## config.mk

```make
export PLATFORM = sky130hd
export DESIGN_NAME = ex_stage
export DESIGN_NICKNAME = d
export VERILOG_FILES = /design/src/rtl/ex_stage.sv
export SDC_FILE = /design/constraint.sdc
export NUM_CORES = 1
export LEC_CHECK = 0
export BUFFER_PORTS_ARGS = -buffer_cell sky130_fd_sc_hd__buf_2
export CELL_PAD_IN_SITES_DETAIL_PLACEMENT = 0
export CELL_PAD_IN_SITES_GLOBAL_PLACEMENT = 1
export CORE_MARGIN = 2
export CORE_UTILIZATION = 43
export CTS_CLUSTER_SIZE = 24
export DETAILED_ROUTE_END_ITERATION = 7
export PLACE_DENSITY = 0.95
export SYNTH_ARGS = -nofsm -noshare
export SYNTH_HDL_FRONTEND = slang
export SYNTH_SLANG_ARGS = --single-unit
```

## constraint.sdc

```tcl
create_clock -name clk -period 14.7 [get_ports clk]
set_input_delay 2.94 -clock clk [delete_from_list [all_inputs] [get_ports clk]]
set_output_delay 2.94 -clock clk [all_outputs]
set_load 0.02 [all_outputs]
```

## src/rtl/ex_stage.sv

```systemverilog
// Execute stage: operand forwarding, ALU, branch compare/target and destination select,
// registered into the EX/MEM pipeline register. branchDet flushes the upstream registers.
module ex_stage #(
    parameter int DW = 32,
    parameter int AW = 5
) (
    input  logic          clk,
    input  logic          rst_n,
    input  logic [DW-1:0] pcvalue,
    input  logic [DW-1:0] rsDt,
    input  logic [DW-1:0] rtDt,
    input  logic [DW-1:0] signEx,
    input  logic [AW-1:0] rsval,
    input  logic [AW-1:0] rtval,
    input  logic [AW-1:0] rdval,
    input  logic          memtoreg,
    input  logic          memwrite,
    input  logic          memRead,
    input  logic          branch,
    input  logic          aluSrc,
    input  logic          regdst,
    input  logic          regwrite,
    input  logic [2:0]    aluControl,
    input  logic          wb_regwrite,
    input  logic [AW-1:0] wb_writereg,
    input  logic [DW-1:0] wb_result,
    output logic [DW-1:0] aluOutStored,
    output logic [DW-1:0] writeDataStored,
    output logic [AW-1:0] writeRegStored,
    output logic [DW-1:0] branchTarget,
    output logic          memtoregStored,
    output logic          memwriteStored,
    output logic          memReadStored,
    output logic          regwriteStored,
    output logic          branchDet
);

    logic [DW-1:0] alu_q, alu_d;
    logic [DW-1:0] wdata_q, wdata_d;
    logic [AW-1:0] wreg_q, wreg_d;
    logic [DW-1:0] btgt_q, btgt_d;
    logic          mtr_q, mtr_d;
    logic          mw_q, mw_d;
    logic          mr_q, mr_d;
    logic          rw_q, rw_d;
    logic          bdet_q, bdet_d;

    logic [DW-1:0] fwd_a, fwd_b, src_b;
    logic          mem_hit_a, mem_hit_b, wb_hit_a, wb_hit_b;
    logic          squash;

    // MEM-stage result beats WB; register 0 is hardwired and never forwarded.
    always_comb begin
        mem_hit_a = rw_q && (wreg_q != '0) && (wreg_q == rsval);
        mem_hit_b = rw_q && (wreg_q != '0) && (wreg_q == rtval);
        wb_hit_a  = wb_regwrite && (wb_writereg != '0) && (wb_writereg == rsval);
        wb_hit_b  = wb_regwrite && (wb_writereg != '0) && (wb_writereg == rtval);

        fwd_a = rsDt;
        if (mem_hit_a)     fwd_a = alu_q;
        else if (wb_hit_a) fwd_a = wb_result;

        fwd_b = rtDt;
        if (mem_hit_b)     fwd_b = alu_q;
        else if (wb_hit_b) fwd_b = wb_result;

        src_b = aluSrc ? signEx : fwd_b;
    end

    always_comb begin
        alu_d = '0;
        case (aluControl)
            3'b010:  alu_d = fwd_a + src_b;
            3'b110:  alu_d = fwd_a - src_b;
            3'b000:  alu_d = fwd_a & src_b;
            3'b001:  alu_d = fwd_a | src_b;
            3'b111:  alu_d = {{(DW-1){1'b0}}, ($signed(fwd_a) < $signed(src_b))};
            default: alu_d = '0;
        endcase
    end

    // A taken branch registered last cycle means the instruction now in EX is wrong-path.
    always_comb begin
        squash  = bdet_q;
        wdata_d = fwd_b;
        wreg_d  = regdst ? rdval : rtval;
        btgt_d  = pcvalue + (signEx << 2);
        mtr_d   = memtoreg;
        mw_d    = memwrite & ~squash;
        mr_d    = memRead & ~squash;
        rw_d    = regwrite & ~squash;
        bdet_d  = branch & (alu_d == '0) & ~squash;
    end

    always_ff @(posedge clk or negedge rst_n) begin
        if (!rst_n) begin
            alu_q   <= '0;
            wdata_q <= '0;
            wreg_q  <= '0;
            btgt_q  <= '0;
            mtr_q   <= 1'b0;
            mw_q    <= 1'b0;
            mr_q    <= 1'b0;
            rw_q    <= 1'b0;
            bdet_q  <= 1'b0;
        end else begin
            alu_q   <= alu_d;
            wdata_q <= wdata_d;
            wreg_q  <= wreg_d;
            btgt_q  <= btgt_d;
            mtr_q   <= mtr_d;
            mw_q    <= mw_d;
            mr_q    <= mr_d;
            rw_q    <= rw_d;
            bdet_q  <= bdet_d;
        end
    end

    assign aluOutStored    = alu_q;
    assign writeDataStored = wdata_q;
    assign writeRegStored  = wreg_q;
    assign branchTarget    = btgt_q;
    assign memtoregStored  = mtr_q;
    assign memwriteStored  = mw_q;
    assign memReadStored   = mr_q;
    assign regwriteStored  = rw_q;
    assign branchDet       = bdet_q;

endmodule

```

==> impl_results.md, run 1 <==
* Master of the slowest instance on the critical path: sky130_fd_sc_hd__or4_1
* Layout filler cell count at 2472
* Tot GR Track Use at 0.306
* RSZ-0062 raised after global routing: no
* Synth warn at 0
* Remaining global-route overflow at 0
* Number of search-and-repair iterations in the first detailed-routing pass at 5
* Peak supply drop at 59.6 uV
* RePlAce Congestion at 0.996
* Share of cells above drive strength 1 at 0.240
* Post-route DRC at 0
* FFs w/ async S/R, synth at 1.00
* Area of the multi-input gates at 7770 um^2
* Status: complete, no violations
* Portion of the clock cycle consumed by the worst path in the final layout at 0.585
* Family with the most delay on the worst path: simple AND/OR/NAND/NOR gates
* Syn-to-layout area delta at 18.5%
* Nets at 1941
* Detailed-route vias per instance at 5.88
* Final routed wirelength across all metal layers at 42500 um
* # H-tree levels at 3
* Worst hold path stage count at 2
* Sequential standard cell area at 2650 um^2
* Achievable Freq at 116 MHz
* Clock tree from TritonCTS: yes
* Power Density at 88.8 nW/um^2
* Clock sinks at 106
* Die area at 27000 um^2
* Number of I/O pins at 299
* Count of state elements after synthesis at 106
* Remaining antenna violation count at 0
* Post-CTS setup buffer count at 0
* Cell accounting for the most synthesized area: sky130_fd_sc_hd__dfrtp_1
* Initial core utilization at 0.438
* Final clock skew at 11.7 ps
* Most frequent cell after synthesis: sky130_fd_sc_hd__nand2_1
* Fraction of the yosys area taken by sequential cells at 0.240
* Wire length of the first global-routing pass at 63600 um
* Detailed router's first-iteration violation count at 1191
* Worst-Skew Late Latency at 370 ps
* Count of flip-flops with a built-in enable after synthesis at 0
* Pre-CTS WS at 5820 ps
* Number of antenna violations at the first check in global routing at 1
* Number of gates resized after cts at 0
* Top cells by area in the synthesized netlist: sky130_fd_sc_hd__dfrtp_1 (24%), sky130_fd_sc_hd__ha_1 (14%), sky130_fd_sc_hd__mux2i_1 (6.6%)
* R2r worst-path depth at 20
* Post-detailed-route wirelength per cell at 21.7 um
* Vias after detailed routing at 11499
* Number of hold buffers added after cts at 0
* Worst Max-Slew Pin Slew at 955 ps
* Kind of path behind the tightest hold check: flip-flop to flip-flop
* Total count of max-transition violations in the final report at 0
* Period minus WS final at 8600 ps
* Post-synthesis area per instance at 8.12 um^2
* CTS clock-pin slew for the worst setup and hold paths at 90 ps
* Minimum setup slack in the final design at 6100 ps
* Nets in the synthesized netlist at 1685
* Portion of synthesized cell area occupied by the leading cell type at 0.240
* Dpl hpwl at 34300 um
* Top post-synthesis cells by count: sky130_fd_sc_hd__nand2_1 (129), sky130_fd_sc_hd__o21ai_0 (126), sky130_fd_sc_hd__ha_1 (125)
* Max cap viols at 0
* Startpoint types: input port
* P_leak at 6.07 nW
* Count of standard-cell rows at 58
* Data required time of the critical path at 14980 ps
* Primary FF master, synth: sky130_fd_sc_hd__dfrtp_1
* Count of cell instances traversed by the critical path at 21
* Buffer depth of the longest clock path at 2
* Total CTS buffers at 9
* Count of port buffers added during placement at 298
* Pin count of the biggest net entering global routing at 72
* Number of instances in the synthesized netlist at 1364
* Y dimension of the die at 164 um
* Buffer and inverter count on the worst path at 2
* Synthesized cell area at 11100 um^2
* Total negative setup slack at 0 ps
* Die Width at 164 um
* Root cell of the clock tree: sky130_fd_sc_hd__clkbuf_16
* Highest cell delay on the worst timing path at 510 ps
* Data arrival time at the worst-slack endpoint at 8880 ps
* Worst Setup Path Type: input port to flip-flop
* Count of different cell masters after synthesis at 85
* CP max FO at 32
* Via count of the first global-routing pass at 11000
* Final Hold Vio Count at 0
* Core region area at 25300 um^2
* Worst setup EP type: flip-flop
* Chain of cells forming the critical path: buf_2 > or4_1 > o21ai_0 > nor4_2 > buf_4 > mux2i_1 > o21ai_0 > mux2_2 > ha_1 > nand2b_1 > a221oi_1 > o41a_1 > mux2_1 > a221o_1 > a2111oi_2 > nand3_2 > nor4_1 > nand4_1 > nor4_1 > nand4bb_1 > nor4_2
* Normalized max-slew margin at 0.358
* Setup-violating endpoint count in the final report at 0
-- metal layers --
metal  track usage  wire, um
met2         0.495     19200
met4        0.0806       888
met5             0         0
met3        0.0417      3330
met1         0.430     19100
-- worst register-to-register path, stage by stage, from the launching register on --
cell	delay, ps
sky130_fd_sc_hd__dfrtp_1	430
sky130_fd_sc_hd__or4_1	520
sky130_fd_sc_hd__o21ai_0	340
sky130_fd_sc_hd__nor4_2	120
sky130_fd_sc_hd__buf_4	270
sky130_fd_sc_hd__nand2_1	150
sky130_fd_sc_hd__o21ai_0	110
sky130_fd_sc_hd__mux2_2	330
sky130_fd_sc_hd__ha_1	480
sky130_fd_sc_hd__nand2b_1	220
sky130_fd_sc_hd__a221oi_1	470
sky130_fd_sc_hd__o41a_1	320
sky130_fd_sc_hd__mux2_1	350
sky130_fd_sc_hd__a221o_1	320
sky130_fd_sc_hd__a2111oi_2	260
sky130_fd_sc_hd__nand3_2	130
sky130_fd_sc_hd__nor4_1	360
sky130_fd_sc_hd__nand4_1	220
sky130_fd_sc_hd__nor4_1	310
sky130_fd_sc_hd__nand4bb_1	200
sky130_fd_sc_hd__nor4_2	170
-- path summary, 6_finish.rpt --
kind	end	startpoint	slack [ps]
max	branchDet	wb_writereg[1]	6100
min	writeDataStored[5]	aluOutStored[5]	540
max reg2reg	branchDet	writeRegStored[1]	8550
min reg2reg	writeDataStored[5]	aluOutStored[5]	540
max in group asynchronous	writeDataStored[24]	rst_n	10810
min in group asynchronous	regwriteStored	rst_n	2560
-- metrics by stage --
| stage | util | cells | area (um^2) | hold slack [ps] | power, mW |
|---|---|---|---|---|---|
| finish | 0.520 | 1956 | 13100 | 537 | 1.17 |
| global route | 0.520 | 1956 | 13100 | 580 | 1.23 |
| CTS | 0.519 | 1955 | 13100 | 538 | 1.16 |
| detailed placement | 0.508 | 1939 | 12800 | 526 | 0.911 |
| global placement | 0.508 | 1939 | 12800 | 514 | 0.908 |
| floorplan | - | 1364 | 11100 | 582 | 0.719 |
-- flip-flops by register name (all words and copies together) (netlist names) --
signal and flops:
writeRegStored 5, branchDet 1, branchTarget 32, writeDataStored 32, aluOutStored 32, memReadStored 1, memwriteStored 1, regwriteStored 1
memtoregStored 1
-- cell families after synthesis --
group,count (synthesis),synth area share
AOI/OAI and AO/OA,392,0.229
buffers and inverters,174,0.0607
muxes,109,0.103
adders and majority gates,128,0.147
xor gates and xnor gates,71,0.0562
DFF,106,0.240
and+or+nand+nor,384,0.165
-- final cells by class --
class	count	area share
multi-input combinational	1084	0.592
antenna	1	0.000191
timing repair buffer	310	0.121
tap	330	0.0315
clock inverter	6	0.00439
clock buffer	10	0.0175
sequential	106	0.202
inverter	109	0.0312
-- placed cells by master (no fill, tap or decap), drive strengths merged, types with 4 or more instances in the layout --
cell     netlist  layout
o21ai        136     136
nor2          95      95
o2111ai        4       4
a2111oi        6       6
o21bai         8       8
nor2b         18      18
o311ai         8       8
nand3         29      29
buf           15     310
nand2b        18      18
mux2          36      36
a221oi         6       6
xor2          21      21
a21oi         82      82
o31ai          6       6
nor3          28      28
mux2i         73      73
o22ai         25      25
nor4b          4       4
nand2        129     129
inv          109     112
o21a           9       9
ha           125     125
o221ai         5       5
or3            6       6
a41oi          4       4
nand4          9       9
o211ai        17      17
or4            5       5
and3           7       7
or2            8       8
a21o          22      22
nor4          18      18
xnor2         50      50
clkbuf        50      10
dfrtp        106     106
a31oi          9       9
a211oi        16      16
-- power by group --
| group | switching, mW | leakage, nW | internal [mW] |
|---|---|---|---|
| combinational | 0.361 | 4.65 | 0.204 |
| clock | 0.129 | 0.141 | 0.119 |
| sequential | 0.0237 | 1.27 | 0.329 |
Note: power is estimated with default switching activity, not from simulation.
==> run 2, diff against run 1 <==
--- a/config.mk
+++ b/config.mk
@@ -9,10 +9,10 @@
 export CELL_PAD_IN_SITES_DETAIL_PLACEMENT = 0
 export CELL_PAD_IN_SITES_GLOBAL_PLACEMENT = 1
 export CORE_MARGIN = 2
-export CORE_UTILIZATION = 43
+export CORE_UTILIZATION = 40
 export CTS_CLUSTER_SIZE = 24
 export DETAILED_ROUTE_END_ITERATION = 7
-export PLACE_DENSITY = 0.95
+export PLACE_DENSITY = 0.94
 export SYNTH_ARGS = -nofsm -noshare
 export SYNTH_HDL_FRONTEND = slang
 export SYNTH_SLANG_ARGS = --single-unit
==> constraint.sdc (replaced) <==
create_clock -name clk -period 8.3 [get_ports clk]
set_input_delay 1.66 -clock clk [delete_from_list [all_inputs] [get_ports clk]]
set_output_delay 1.66 -clock clk [all_outputs]
set_load 0.02 [all_outputs]
==> run 2 against run 1 <==
  * Sequential share of layout area shrank 0.10 points
  * Highest routed layer unchanged
  * Count of clock-buffer cells in the layout down 1
  * Critical endpoint unchanged
  * Cell count is 2.2% higher
  * Clock skew up 5.7 ps
  * Largest cell class unchanged
  * Largest power group unchanged
  * Final area rose by 0.50%
==> impl_results.md, run 2 (synthesized netlist as in run 1, its figures left out) <==
* Clock sinks at 106
* Chain of cells forming the critical path: buf_2 > or4_1 > o21ai_0 > nor4_2 > buf_4 > mux2i_1 > o21ai_0 > mux2_2 > ha_1 > nand2b_1 > a221oi_1 > o41a_1 > mux2_1 > a221o_1 > a2111oi_2 > nand3_2 > nor4_1 > nand4_1 > nor4_1 > nand4bb_1 > nor4_2
* Minimum setup slack in the final design at 1030 ps
* RePlAce Congestion at 1.00
* Worst R2R End: branchDet
* Register-to-Register Setup Slack at 2050 ps
* Die area at 29000 um^2
* Tot GR Track Use at 0.284
* RSZ-0062 raised after global routing: no
* GR Layer Usage met2 at 0.462
* Die Width at 170 um
* Final cell count without fillers at 2000
* Layout filler cell count at 2650
* Sequential standard cell area at 2650 um^2
* Remaining antenna violation count at 0
* Total CTS buffers at 9
* Pin count of the biggest net entering global routing at 65
* Worst-Skew Late Latency at 360 ps
* Post-route cell area at 13200 um^2
* R2r worst-path depth at 20
* Count of port buffers added during placement at 298
* Final Hold Slack at 556 ps
* Area of the multi-input gates at 7770 um^2
* Nets at 1944
* Worst setup EP type: flip-flop
* Worst hold path stage count at 2
* Period minus WS final at 7270 ps
* Achievable Freq at 138 MHz
* End point of the worst hold path: writeDataStored[9]
* Number of gates resized after cts at 0
* Clock tree from TritonCTS: yes
* Highest cell delay on the worst timing path at 510 ps
* Data required time of the critical path at 8570 ps
* HP Start: aluOutStored[9]
* Post-CTS setup buffer count at 0
* Busiest metal layer after global routing: met2
* Power Density at 155 nW/um^2
* Total count of max-transition violations in the final report at 0
* Core region area at 27100 um^2
* Placed standard-cell area at 12900 um^2
* CTS clock-pin slew for the worst setup and hold paths at 80 ps
* Setup-violating endpoint count in the final report at 0
* Final clock skew at 17.5 ps
* Y dimension of the die at 170 um
* Start of the worst register-to-register path: writeRegStored[1]
* Family with the most delay on the worst path: simple AND/OR/NAND/NOR gates
* Post-detailed-route wirelength per cell at 21.1 um
* # H-tree levels at 3
* Leading cell type in the layout, fill and taps excluded: sky130_fd_sc_hd__buf_2
* Buffer depth of the longest clock path at 2
* Master of the slowest instance on the critical path: sky130_fd_sc_hd__or4_1
* Number of I/O pins at 299
* CP max FO at 23
* Syn-to-layout area delta at 19.1%
* Startpoint types: input port
* Via count of the first global-routing pass at 10934
* Status: complete, no violations
* Normalized max-slew margin at 0.395
* Kind of path behind the tightest hold check: flip-flop to flip-flop
* P_leak at 6.07 nW
* Share of cells above drive strength 1 at 0.242
* Portion of the clock cycle consumed by the worst path in the final layout at 0.876
* Dpl hpwl at 34200 um
* Data arrival time at the worst-slack endpoint at 7550 ps
* Worst Setup Path Type: input port to flip-flop
* Peak supply drop at 95.3 uV
* Number of antenna violations at the first check in global routing at 0
* Post-route DRC at 0
* Max cap viols at 0
* Root cell of the clock tree: sky130_fd_sc_hd__clkbuf_16
* Most used cells in the layout excluding fill and tap cells: sky130_fd_sc_hd__buf_2 (297), sky130_fd_sc_hd__nand2_1 (129), sky130_fd_sc_hd__o21ai_0 (126), sky130_fd_sc_hd__ha_1 (125), sky130_fd_sc_hd__inv_1 (107)
* Detailed-route vias per instance at 5.76
* Number of search-and-repair iterations in the first detailed-routing pass at 6
* Final routed wirelength across all metal layers at 42200 um
* Met1 Track Usage GR at 0.388
* Worst Max-Slew Pin Slew at 906 ps
* Count of standard-cell rows at 60
* Number of hold buffers added after cts at 0
* Wire length of the first global-routing pass at 63100 um
* Routing usage on met3 at 0.0488
* Detailed router's first-iteration violation count at 1013
* Pre-CTS WS at 709 ps
* Post-placement cell count at 1984
* Remaining global-route overflow at 0
* Final Hold Vio Count at 0
* Initial core utilization at 0.409
* Buffer and inverter count on the worst path at 2
* Total negative setup slack at 0 ps
* Vias after detailed routing at 11516
==> run 2: cell types whose count changed in the layout (fill, tap and decap cells not counted) <==
cell,change
sky130_fd_sc_hd__clkinvlp_4,+3
sky130_fd_sc_hd__clkbuf_1,-1
sky130_fd_sc_hd__inv_8,-1
sky130_fd_sc_hd__buf_4,+3
sky130_fd_sc_hd__clkinv_4,-2
==> run 2: tightest hold or removal path, delay by kind of cell, from the launching register on <==
| family | cells | cell delay [ps] |
|---|---|---|
| flops | 1 | 380 |
| compound gates | 1 | 90 |
| simple gates | 1 | 50 |
==> run 2: layout make-up <==
class                      instances  share of cell area
timing repair buffer             313               0.122
inverter                         109              0.0310
tap                              372              0.0353
sequential                       106               0.201
clock inverter                     6             0.00389
multi-input combinational       1084               0.589
antenna                            1            0.000190
clock buffer                       9              0.0171
==> run 2: stage by stage <==
step,total power [mW],utilization
floorplan,1.27,-
global placement,1.61,0.476
detailed placement,1.61,0.476
CTS,2.04,0.486
global route,2.16,0.486
finish,2.04,0.487
==> run 2: power by group <==
group / total (mW) / internal [mW] / leakage (nW) / switching, mW
Combinational: 0.997 / 0.361 / 4.67 / 0.635
Clock: 0.421 / 0.206 / 0.126 / 0.215
Sequential: 0.626 / 0.583 / 1.27 / 0.0427
==> run 2: per-layer routing <==
layer	vias up	wire length [um]
li1	5380	-
met1	5516	18500
met2	560	19400
met3	60	3400
met4	0	956
met5	-	0
==> run 2: worst max-delay path by stage <==
stage / startpoint / end / slack, ps / cells after the start
2_1_floorplan: wb_writereg[4] / branchDet / 1860 / 22
3_3_place_gp: wb_writereg[1] / branchDet / 670 / 21
3_5_place_dp: wb_writereg[1] / branchDet / 710 / 21
4_1_cts: wb_writereg[1] / branchDet / 1050 / 21
5_1_grt: wb_writereg[1] / branchDet / 700 / 21
6_report: wb_writereg[1] / branchDet / 1030 / 21
